[config.mk]
export PLATFORM = sky130hd
export DESIGN_NAME = initial_permutation_stream
export DESIGN_NICKNAME = d
export VERILOG_FILES = /design/src/rtl/initial_permutation_stream.sv
export SDC_FILE = /design/constraint.sdc
export NUM_CORES = 1
export LEC_CHECK = 0
export CORE_UTILIZATION = 41
export DETAILED_ROUTE_END_ITERATION = 6
export PLACE_DENSITY = 0.76
export SLEW_MARGIN = 10
export SYNTH_ARGS = -nofsm -noshare
export SYNTH_HDL_FRONTEND = slang
export SYNTH_SLANG_ARGS = --single-unit
export TNS_END_PERCENT = 10
[constraint.sdc]
create_clock -name clk -period 3.7 [get_ports clk]
set_input_delay 0.555 -clock clk [delete_from_list [all_inputs] [get_ports clk]]
set_output_delay 0.555 -clock clk [all_outputs]
set_load 0.02 [all_outputs]
[src/rtl/initial_permutation_stream.sv]
// DES initial permutation with a small output FIFO and valid/ready handshakes.
// Splits the permuted block into L0/R0 halves for the first round.
module initial_permutation_stream #(
   parameter int DEPTH = 2,
   parameter int CNT_W = 16
) (
   input  logic             clk,
   input  logic             set,
   input  logic             in_valid,
   output logic             in_ready,
   input  logic [0:63]      data_in,
   output logic             out_valid,
   input  logic             out_ready,
   output logic [0:63]      data_out,
   output logic [0:31]      l0,
   output logic [0:31]      r0,
   output logic             status,
   output logic [CNT_W-1:0] blk_count
);

   localparam int AW = $clog2(DEPTH);
   localparam int OW = AW + 1;

   typedef enum logic [1:0] {
      EMPTY   = 2'd0,
      PARTIAL = 2'd1,
      FULL    = 2'd2
   } occ_t;

   occ_t          state, state_nxt;
   logic [OW-1:0] cnt, cnt_nxt;
   logic [AW-1:0] wr_ptr, rd_ptr;
   logic [0:63]   mem [DEPTH];
   logic [0:63]   perm;
   logic          push, pop;

   // Bit routing: output byte i takes bit B[i]-8k-1 for each k.
   for (genvar i = 0; i < 8; i++) begin : g_row
      localparam int BI = (i < 4) ? (58 + 2 * i) : (57 + 2 * (i - 4));
      for (genvar k = 0; k < 8; k++) begin : g_col
         assign perm[8*i+k] = data_in[BI-8*k-1];
      end
   end

   assign push      = in_valid & in_ready;
   assign out_valid = (state != EMPTY);
   assign pop       = out_valid & out_ready;

   always_comb begin
      cnt_nxt   = cnt;
      state_nxt = state;
      unique case ({push, pop})
         2'b10:   cnt_nxt = cnt + OW'(1);
         2'b01:   cnt_nxt = cnt - OW'(1);
         default: cnt_nxt = cnt;
      endcase
      unique case (1'b1)
         (cnt_nxt == '0):         state_nxt = EMPTY;
         (cnt_nxt == OW'(DEPTH)): state_nxt = FULL;
         default:                 state_nxt = PARTIAL;
      endcase
   end

   always_ff @(posedge clk or posedge set) begin
      if (set) begin
         state     <= EMPTY;
         cnt       <= '0;
         wr_ptr    <= '0;
         rd_ptr    <= '0;
         in_ready  <= 1'b0;
         blk_count <= '0;
      end else begin
         state    <= state_nxt;
         cnt      <= cnt_nxt;
         in_ready <= (cnt_nxt < OW'(DEPTH));
         if (push) wr_ptr <= wr_ptr + AW'(1);
         if (pop) begin
            rd_ptr    <= rd_ptr + AW'(1);
            blk_count <= blk_count + CNT_W'(1);
         end
      end
   end

   // Storage needs no reset; reads are gated by out_valid.
   always_ff @(posedge clk) begin
      if (push) mem[wr_ptr] <= perm;
   end

   assign data_out = out_valid ? mem[rd_ptr] : '0;
   assign l0       = data_out[0:31];
   assign r0       = data_out[32:63];
   assign status   = (cnt == '0) & ~push;

endmodule
==> impl_metrics.csv, run 1 <==
group,metric,value,unit
cts,clk-insertion-delay-late,410,ps
routing,drc,36,
yosys,synth_area,0.006257,mm^2
setup_path,startpoint_type,"flip-flop",
cts,clk_pin_slew,60,ps
routing,first_pass_iters,6,
yosys,syn_inst,417,
cts,hold_buffers,0,
worst_hold_path,holdCritPathClass,"reg2reg",
cts,cts_tree,"built",
grt,gr-usage-all-layers,0.1642,
layout,seq_area,0.004398,mm^2
yosys,ys.warnings.count,0,
setup_path,arrival,2520,ps
setup_path,critical_path_class,"reg2out",
timing,hold_viol_final,0,
floorplan,io-pin-count,215,
yosys,synth_area_leaders,"edfxtp_1 (61%), mux2i_1 (10%), dfrtp_1 (8.8%), buf_4 (7.7%), nor2_1 (4.2%)",
yosys,syn-num-nets,487,
yosys,yosysTopAreaCell,"edfxtp_1",
grt,globalRouteMet1Util,0.1797,
yosys,yosysMostFrequentCell,"edfxtp_1",
cts,cts_sinks,150,
yosys,synth_top_area_frac,0.6143,
timing,tightestPinTransition,897.3,ps
placed_design,dp_slack,1040,ps
setup_path,required,3140,ps
power_and_ir_drop,leakage,3.292,nW
setup_path,rrSetupSlack,1890,ps
grt,overflow,0,
grt,grt_antenna_before_repair,1,
placed_design,gp_congestion,0.7325,
timing,rsz0062_at_grt,"false",
routing,viasPerCell,4.727,
layout,final_area,0.008820,mm^2
routing,num_vias,3659,
grt,grt_pass1_vias,3719,
setup_path,critical-path-top-delay-family,"buffers and inverters",
layout,final_cells,774,
yosys,ys_types,25,
yosys,synth_seq_area_share,0.7023,
cts,htreeDepth,4,
yosys,synth_common_cells,"edfxtp_1 (128), nor2_1 (70), buf_4 (64), mux2i_1 (64), dfrtp_1 (22)",
placed_design,place_area,0.008155,mm^2
yosys,synth-main-ff-cell,"edfxtp_1",
routing,wl_per_cell,16.07,um
status,status,"finished, violations left",
setup_path,slowest_delay,740,ps
job,max_cap_violations,0,
grt,met3_usage,0.06846,
floorplan,die_w,125.5,um
status,violations,"DRC",
floorplan,initial_core_util,0.4257,
yosys,synth_edf_count,128,
yosys,async_flop_share,0.1467,
routing,drt_iter0_drc,156,
cts,cts_resized,0,
timing,setup_ws,623.6,ps
cts,clockRootBuffer,"clkbuf_16",
layout,nFillCells,1092,
timing,fin_crit,3076,ps
timing,setup_tns,0,ps
grt,grt_max_degree,65,
layout,drive_gt1_frac,0.07640,
yosys,ys_seq_elements,150,
setup_path,cp_num_buf_inv,2,
floorplan,num_rows,44,
grt,grt_first_pass_wirelength,19420,um
layout,multi_input_area,0.001304,mm^2
timing,final.period_utilization,0.8315,
grt,busiest_layer,"met2",
layout,final_util,0.6000,
cts,numCtsBuffers,17,
setup_path,cp_max_fo,27,
placed_design,io_buffer_count,214,
routing,routed_wl,12440,um
placed_design,dp.cells,741,
timing,finalClockSkew,8.332,ps
timing,drv_slew,0,
power_and_ir_drop,ir_drop,479.6,uV
setup_path,cp-end-kind,"primary output",
layout,finalNetCount,646,
floorplan,die_area,0.01576,mm^2
floorplan,core-area,0.01470,mm^2
placed_design,hpwl,8523,um
power_and_ir_drop,powerDensity,939.5,mW/mm^2
timing,relSlewSlack,0.4018,
timing,max_freq,0.3251,GHz
setup_path,crit_chain,"buf_4, mux2i_1, nor2_1, clkdlybuf4s50_1",
routing,antenna_left,0,
layout,area_growth,40.95,%
cts,cts_buffer_depth,2,
yosys,avgSynthCellArea,15.01,um^2
setup_path,slowest_stage,"dfrtp_4",
floorplan,fp.dieH,125.5,um
grt,gr-usage-met2,0.2833,
timing,setup_violations,0,
cts,postCtsSetupBuffers,0,
==> state kept, by name (all words and copies together) (netlist names) <==
register / count
mem: 128
rd_ptr: 1
cnt: 1
state: 2
blk_count: 16
in_ready: 1
wr_ptr: 1
==> cells by family (layout without fill, tap and decap cells) <==
group                    after synthesis  count (layout)  share of synthesized area
AO/OA/AOI/OAI                          3               3                   0.005200
XOR/XNOR                              20              20                    0.02799
adder cells (fa/ha/maj)                2               2                   0.003999
buffers and inverters                 84             256                    0.09258
flip-flops                           150             150                     0.7023
multiplexers                          64              64                     0.1024
other                                  0               1                          0
AND/OR/NAND/NOR                       94              94                    0.06559
==> per-stage QoR <==
step | hold WS [ps] | power [mW]
6_report | 490.8 | 8.286
5_1_grt | 529.8 | 8.650
4_1_cts | 499.0 | 8.375
3_5_place_dp | 481.2 | 6.451
3_3_place_gp | 466.1 | 6.384
2_1_floorplan | 479.4 | 5.023
==> worst paths after layout <==
check / start / endpoint / cells after the start
min in group asynchronous: set / blk_count[12] / 2
hold / removal: blk_count[15] / blk_count[15] / 1
setup reg to reg: in_ready / mem[0][47] / 3
max in group asynchronous: set / rd_ptr / 2
hold reg to reg: blk_count[15] / blk_count[15] / 1
setup / recovery: rd_ptr / data_out[16] / 4
==> cell type report <==
class	instances	share of cell area
tap	184	0.02610
sequential	150	0.4987
multi-input combinational	183	0.1478
clock buffer	19	0.04908
clock inverter	13	0.02596
timing repair buffer	219	0.2500
antenna	1	0.0002837
inverter	5	0.002128
==> power by group <==
group          internal, mW  total, mW  switching [mW]  leakage, nW
Combinational          1.82       3.95            2.13         1.51
Sequential             2.21       2.43           0.217         1.46
Clock                  1.26       1.90           0.639        0.321
==> placed cells by master (no fill, tap or decap) <==
cell type,count
clkdlybuf4s50_1,214
edfxtp_1,128
nor2_1,68
mux2i_1,64
dfrtp_1,21
xnor2_1,18
clkbuf_16,17
nand2_1,10
bufinv_16,6
inv_1,4
nand3_1,4
clkinv_2,3
clkinv_4,3
buf_4,3
nand4_1,2
and3_1,2
nor2_4,2
xor2_1,2
ha_1,2
clkbuf_1,2
buf_12,2
diode_2,1
o21ai_4,1
inv_2,1
o2111ai_1,1
nand4_2,1
nor3_2,1
nor4_4,1
and4_1,1
or2_2,1
a211oi_1,1
and3_4,1
clkinvlp_4,1
dfrtp_4,1
==> per-layer routing <==
metal,part of all wire,vias to the layer above
met5,0,-
met3,0.086,14
met1,0.39,1757
met2,0.51,147
li1,-,1741
met4,0.011,0
Power figures use the tool's default switching activity.
==> run 2: changes to the inputs <==
Settings changed: CORE_UTILIZATION 41 to 45, PLACE_DENSITY 0.76 to 0.8.
Clock period 3.7 ns to 3.14 ns, I/O delays scaled along.
==> impl_metrics.csv, run 2 (synthesized netlist as in run 1, its figures left out) <==
group,metric,value,unit
status,status,"complete, no violations",
cts,numCtsBuffers,17,
grt,grt_pass1_vias,3843,
worst_hold_path,min_to,"blk_count[15]",
cts,cts_resized,0,
setup_path,critical-path-top-delay-family,"buffers and inverters",
setup_path,cp-end-kind,"primary output",
cts,cts_sinks,150,
cts,clk-insertion-delay-late,410,ps
cts,clk_pin_slew,60,ps
setup_path,r2r_start,"state[0]",
routing,num_vias,3692,
grt,grt_max_degree,65,
grt,overflow,0,
timing,setup_violations,0,
timing,setup_tns,0,ps
routing,viasPerCell,4.814,
cts,cts_tree,"built",
power_and_ir_drop,powerDensity,1085,mW/mm^2
layout,final_cell_mix,"clkdlybuf4s50_1 (214), edfxtp_1 (128), nor2_1 (68)",
power_and_ir_drop,leakage,3.272,nW
floorplan,core-area,0.01340,mm^2
grt,gr-usage-all-layers,0.1788,
timing,max_freq,0.3438,GHz
layout,area_growth,40.03,%
job,max_cap_violations,0,
routing,first_pass_iters,4,
power_and_ir_drop,ir_drop,672.3,uV
worst_hold_path,holdCritPathClass,"reg2reg",
layout,final_util,0.6539,
timing,fin_crit,2909,ps
setup_path,arrival,2440,ps
routing,wl_per_cell,16.26,um
timing,relSlewSlack,0.4403,
floorplan,io-pin-count,215,
setup_path,startpoint_type,"flip-flop",
setup_path,crit_start,"rd_ptr",
setup_path,crit_chain,"buf_12, mux2i_1, nor2_1, clkdlybuf4s50_1",
setup_path,ff2ff_path_depth,7,
worst_hold_path,hold_start,"blk_count[15]",
timing,final.period_utilization,0.9263,
setup_path,slowest_stage,"dfrtp_4",
cts,cts_buffer_depth,2,
grt,grt_first_pass_wirelength,19160,um
layout,largestRegisters,"mem: 128 flops, blk_count: 16 flops, state: 2 flops",
cts,htreeDepth,4,
floorplan,die_w,119.9,um
floorplan,die_area,0.01438,mm^2
setup_path,rrSetupSlack,1360,ps
setup_path,critical_path_class,"reg2out",
placed_design,io_buffer_count,214,
grt,grt_antenna_before_repair,2,
layout,regMostFlops,"mem",
cts,postCtsSetupBuffers,0,
layout,final_common_cell,"clkdlybuf4s50_1",
floorplan,fp.dieH,119.9,um
setup_path,required,2670,ps
floorplan,initial_core_util,0.4669,
timing,hold_viol_final,0,
timing,finalClockSkew,5.716,ps
worst_hold_path,hold_path_depth,1,
timing,drv_slew,0,
routing,drc,0,
routing,drt_iter0_drc,209,
cts,hold_buffers,0,
setup_path,cp_num_buf_inv,2,
timing,rsz0062_at_grt,"false",
setup_path,r2r-end,"state[1]",
layout,largest_reg_flops,128,
placed_design,gp_congestion,0.7610,
setup_path,slowest_delay,780,ps
floorplan,num_rows,42,
layout,finalNetCount,647,
setup_path,cp_max_fo,31,
routing,antenna_left,0,
routing,routed_wl,12470,um
timing,tightestPinTransition,838.6,ps
placed_design,hpwl,8403,um
cts,clockRootBuffer,"clkbuf_16",
layout,drive_gt1_frac,0.07288,
## run 2: changes by cell type in the layout (fill, tap and decap cells not counted), sizes merged
cell | before | now
buf | 5 | 6
clkbuf | 19 | 28
bufinv | 6 | 0
clkinv | 6 | 3
## run 2: cell type report
| type | count | area, um^2 |
|---|---|---|
| multi-input combinational | 183 | 1300 |
| timing repair buffer | 220 | 2225 |
| tap | 176 | 220.2 |
| inverter | 5 | 18.77 |
| clock inverter | 4 | 26.28 |
| sequential | 150 | 4398 |
| clock buffer | 28 | 571.8 |
| antenna | 1 | 2.502 |
| fill | 950 | 4638 |
## run 2: worst max path at each step
stage                        end  cells after the start  slack, ps
floorplan              mem[0][0]                      2        420
global placement           l0[9]                      4        690
detailed placement   data_out[2]                      4        630
CTS                 data_out[53]                      4        170
global route              l0[23]                      4         80
finish                    l0[23]                      4        230
## run 2: routing by layer
| metal | vias to the layer above | routed length, um | GRT usage |
|---|---|---|---|
| met5 | - | 13 | 0 |
| met4 | 2 | 110 | 0.05625 |
| met3 | 12 | 821 | 0.06797 |
| met2 | 145 | 6594 | 0.3168 |
| met1 | 1798 | 4932 | 0.1961 |
| li1 | 1735 | - | - |
## run 2: worst register-to-register path: stages (launching register included)
cell and delay, ps:
dfrtp_1 500, o21ai_4 330, inv_2 90, ha_1 200, xnor2_1 180, nor2_1 80, xnor2_1 210, nor2_1 70
## run 2: power by group
part | total, mW | internal [mW] | switching (mW)
Clock | 1.98 | 1.24 | 0.740
Combinational | 4.65 | 2.16 | 2.49
Sequential | 2.87 | 2.60 | 0.270
## run 2: through the flow
| step | area (um^2) | setup WS (ps) | power [mW] | std cells | hold slack, ps |
|---|---|---|---|---|---|
| floorplan | 6260 | 423.2 | 5.919 | 417 | 460.2 |
| global placement | 8162 | 689.7 | 7.518 | 734 | 459.8 |
| global route | 8760 | 81.62 | 9.945 | 766 | 491.2 |
| CTS | 8760 | 174.7 | 9.618 | 766 | 473.6 |
| detailed placement | 8162 | 633.6 | 7.614 | 734 | 463.4 |
| finish | 8762 | 231.5 | 9.505 | 767 | 467.1 |
==> run 3: changes to the inputs <==
Settings changed: SLEW_MARGIN 10 to not set.
==> results of run 3 <==
No change in the layout: final DEF, timing and power equal those of run 2.
==> variant (flow settings as in run 2) <==
The parameter `CNT_W` goes from 16 to 32.
--- a/src/rtl/initial_permutation_stream.sv
+++ b/src/rtl/initial_permutation_stream.sv
@@ -3,5 +3,5 @@
 module initial_permutation_stream #(
    parameter int DEPTH = 2,
-   parameter int CNT_W = 16
+   parameter int CNT_W = 32
 ) (
    input  logic             clk,
Ports: changed (resized blk_count); port bits go from 215 to 231. The function was not compared with the original's and may differ.
==> variant against run 2 <==
- first-iteration DRC count rose by 28%
- global-route usage rose by 0.71 points
- via count rose by 18%
- die area rose by 12%
- power rose by 4.0%
- final area rose by 11%
- combinational power rose by 1%
- register-to-register slack got worse by 0.22 ns
- sequential cell count rose by 16
- cell count rose by 16%
- fmax fell by 0.68%
- area after synthesis rose by 12%
- worst setup slack got worse by 0.020 ns
- routed wire length rose by 19%
==> variant: results (changes against run 2) <==
stage	metric	value	unit	change
run_status	status	complete, no violations		
drt	wl_per_cell	16.6	um	+2.2%
timing	timing.fmax	341	MHz	-0.68%
power_and_ir_drop	power_leakage	3.70	nW	+13%
placement	dp_hpwl	10.3	mm	+23%
final_layout	diodes	0		-1
logic_synthesis	avgSynthCellArea	14.4	um^2	-3.9%
hold_path	hold_class	primary input to async pin		
critical_path	cp.arrival	2.46	ns	+0.02 ns
critical_path	cp_slowest_stage_delay	0.74	ns	-0.04 ns
critical_path	r2r_slack	1.14	ns	-0.22 ns
logic_synthesis	synth.area.mux_share	9.10	%	-1.1 points
logic_synthesis	synthArstFlopShare	22.9	%	+8.2 points
timing	fin_hold_ws	0.435	ns	-0.0321 ns
final_layout	multiInputGateArea	1680	um^2	+29%
drt	met3WireLength	1.04	mm	+26%
placement	gp_congestion	0.761		about the same
drt	wl_met1	5.97	mm	+21%
logic_synthesis	synth-seq-area-share	68.1	%	-2.1 points
final_layout	fillCellCount	1095		+15%
logic_synthesis	yosys-top-cells-area	edfxtp_1 (55%), dfrtp_1 (14%), mux2i_1 (9.1%)		
placement	portBuffers	230		+7.5%
global_route	grt_pass1_vias	4349		+13%
drt	dr_total_vias	4366		+18%
placement	post-place-ws	0.646	ns	+0.0129 ns
placement	placed_cells	859		+17%
timing	clock_skew	0.00876	ns	+0.00304 ns
logic_synthesis	synth_compound_area_share	0.338	%	-0.18 points
final_layout	top_regs	mem x128, blk_count x32, state x2		
-- variant: metal layers --
layer	vias to the layer above	global-route usage, %
li1	2021	-
met1	2139	22.0
met2	184	31.8
met3	22	5.74
met4	0	7.00
met5	-	0
-- variant: layout make-up --
type / instances / area share [%]
multi-input combinational: 236 / 17.2
inverter: 5 / 0.192
tap: 211 / 2.70
clock inverter: 9 / 1.29
clock buffer: 23 / 4.91
timing repair buffer: 241 / 24.6
sequential: 166 / 49.1
-- variant: power breakdown --
group / total [W] / internal (W) / switching (W) / leakage, nW
sequential: 0.00307 / 0.00281 / 0.000259 / 1.69
clock: 0.00210 / 0.00132 / 0.000788 / 0.296
combinational: 0.00471 / 0.00215 / 0.00256 / 1.72
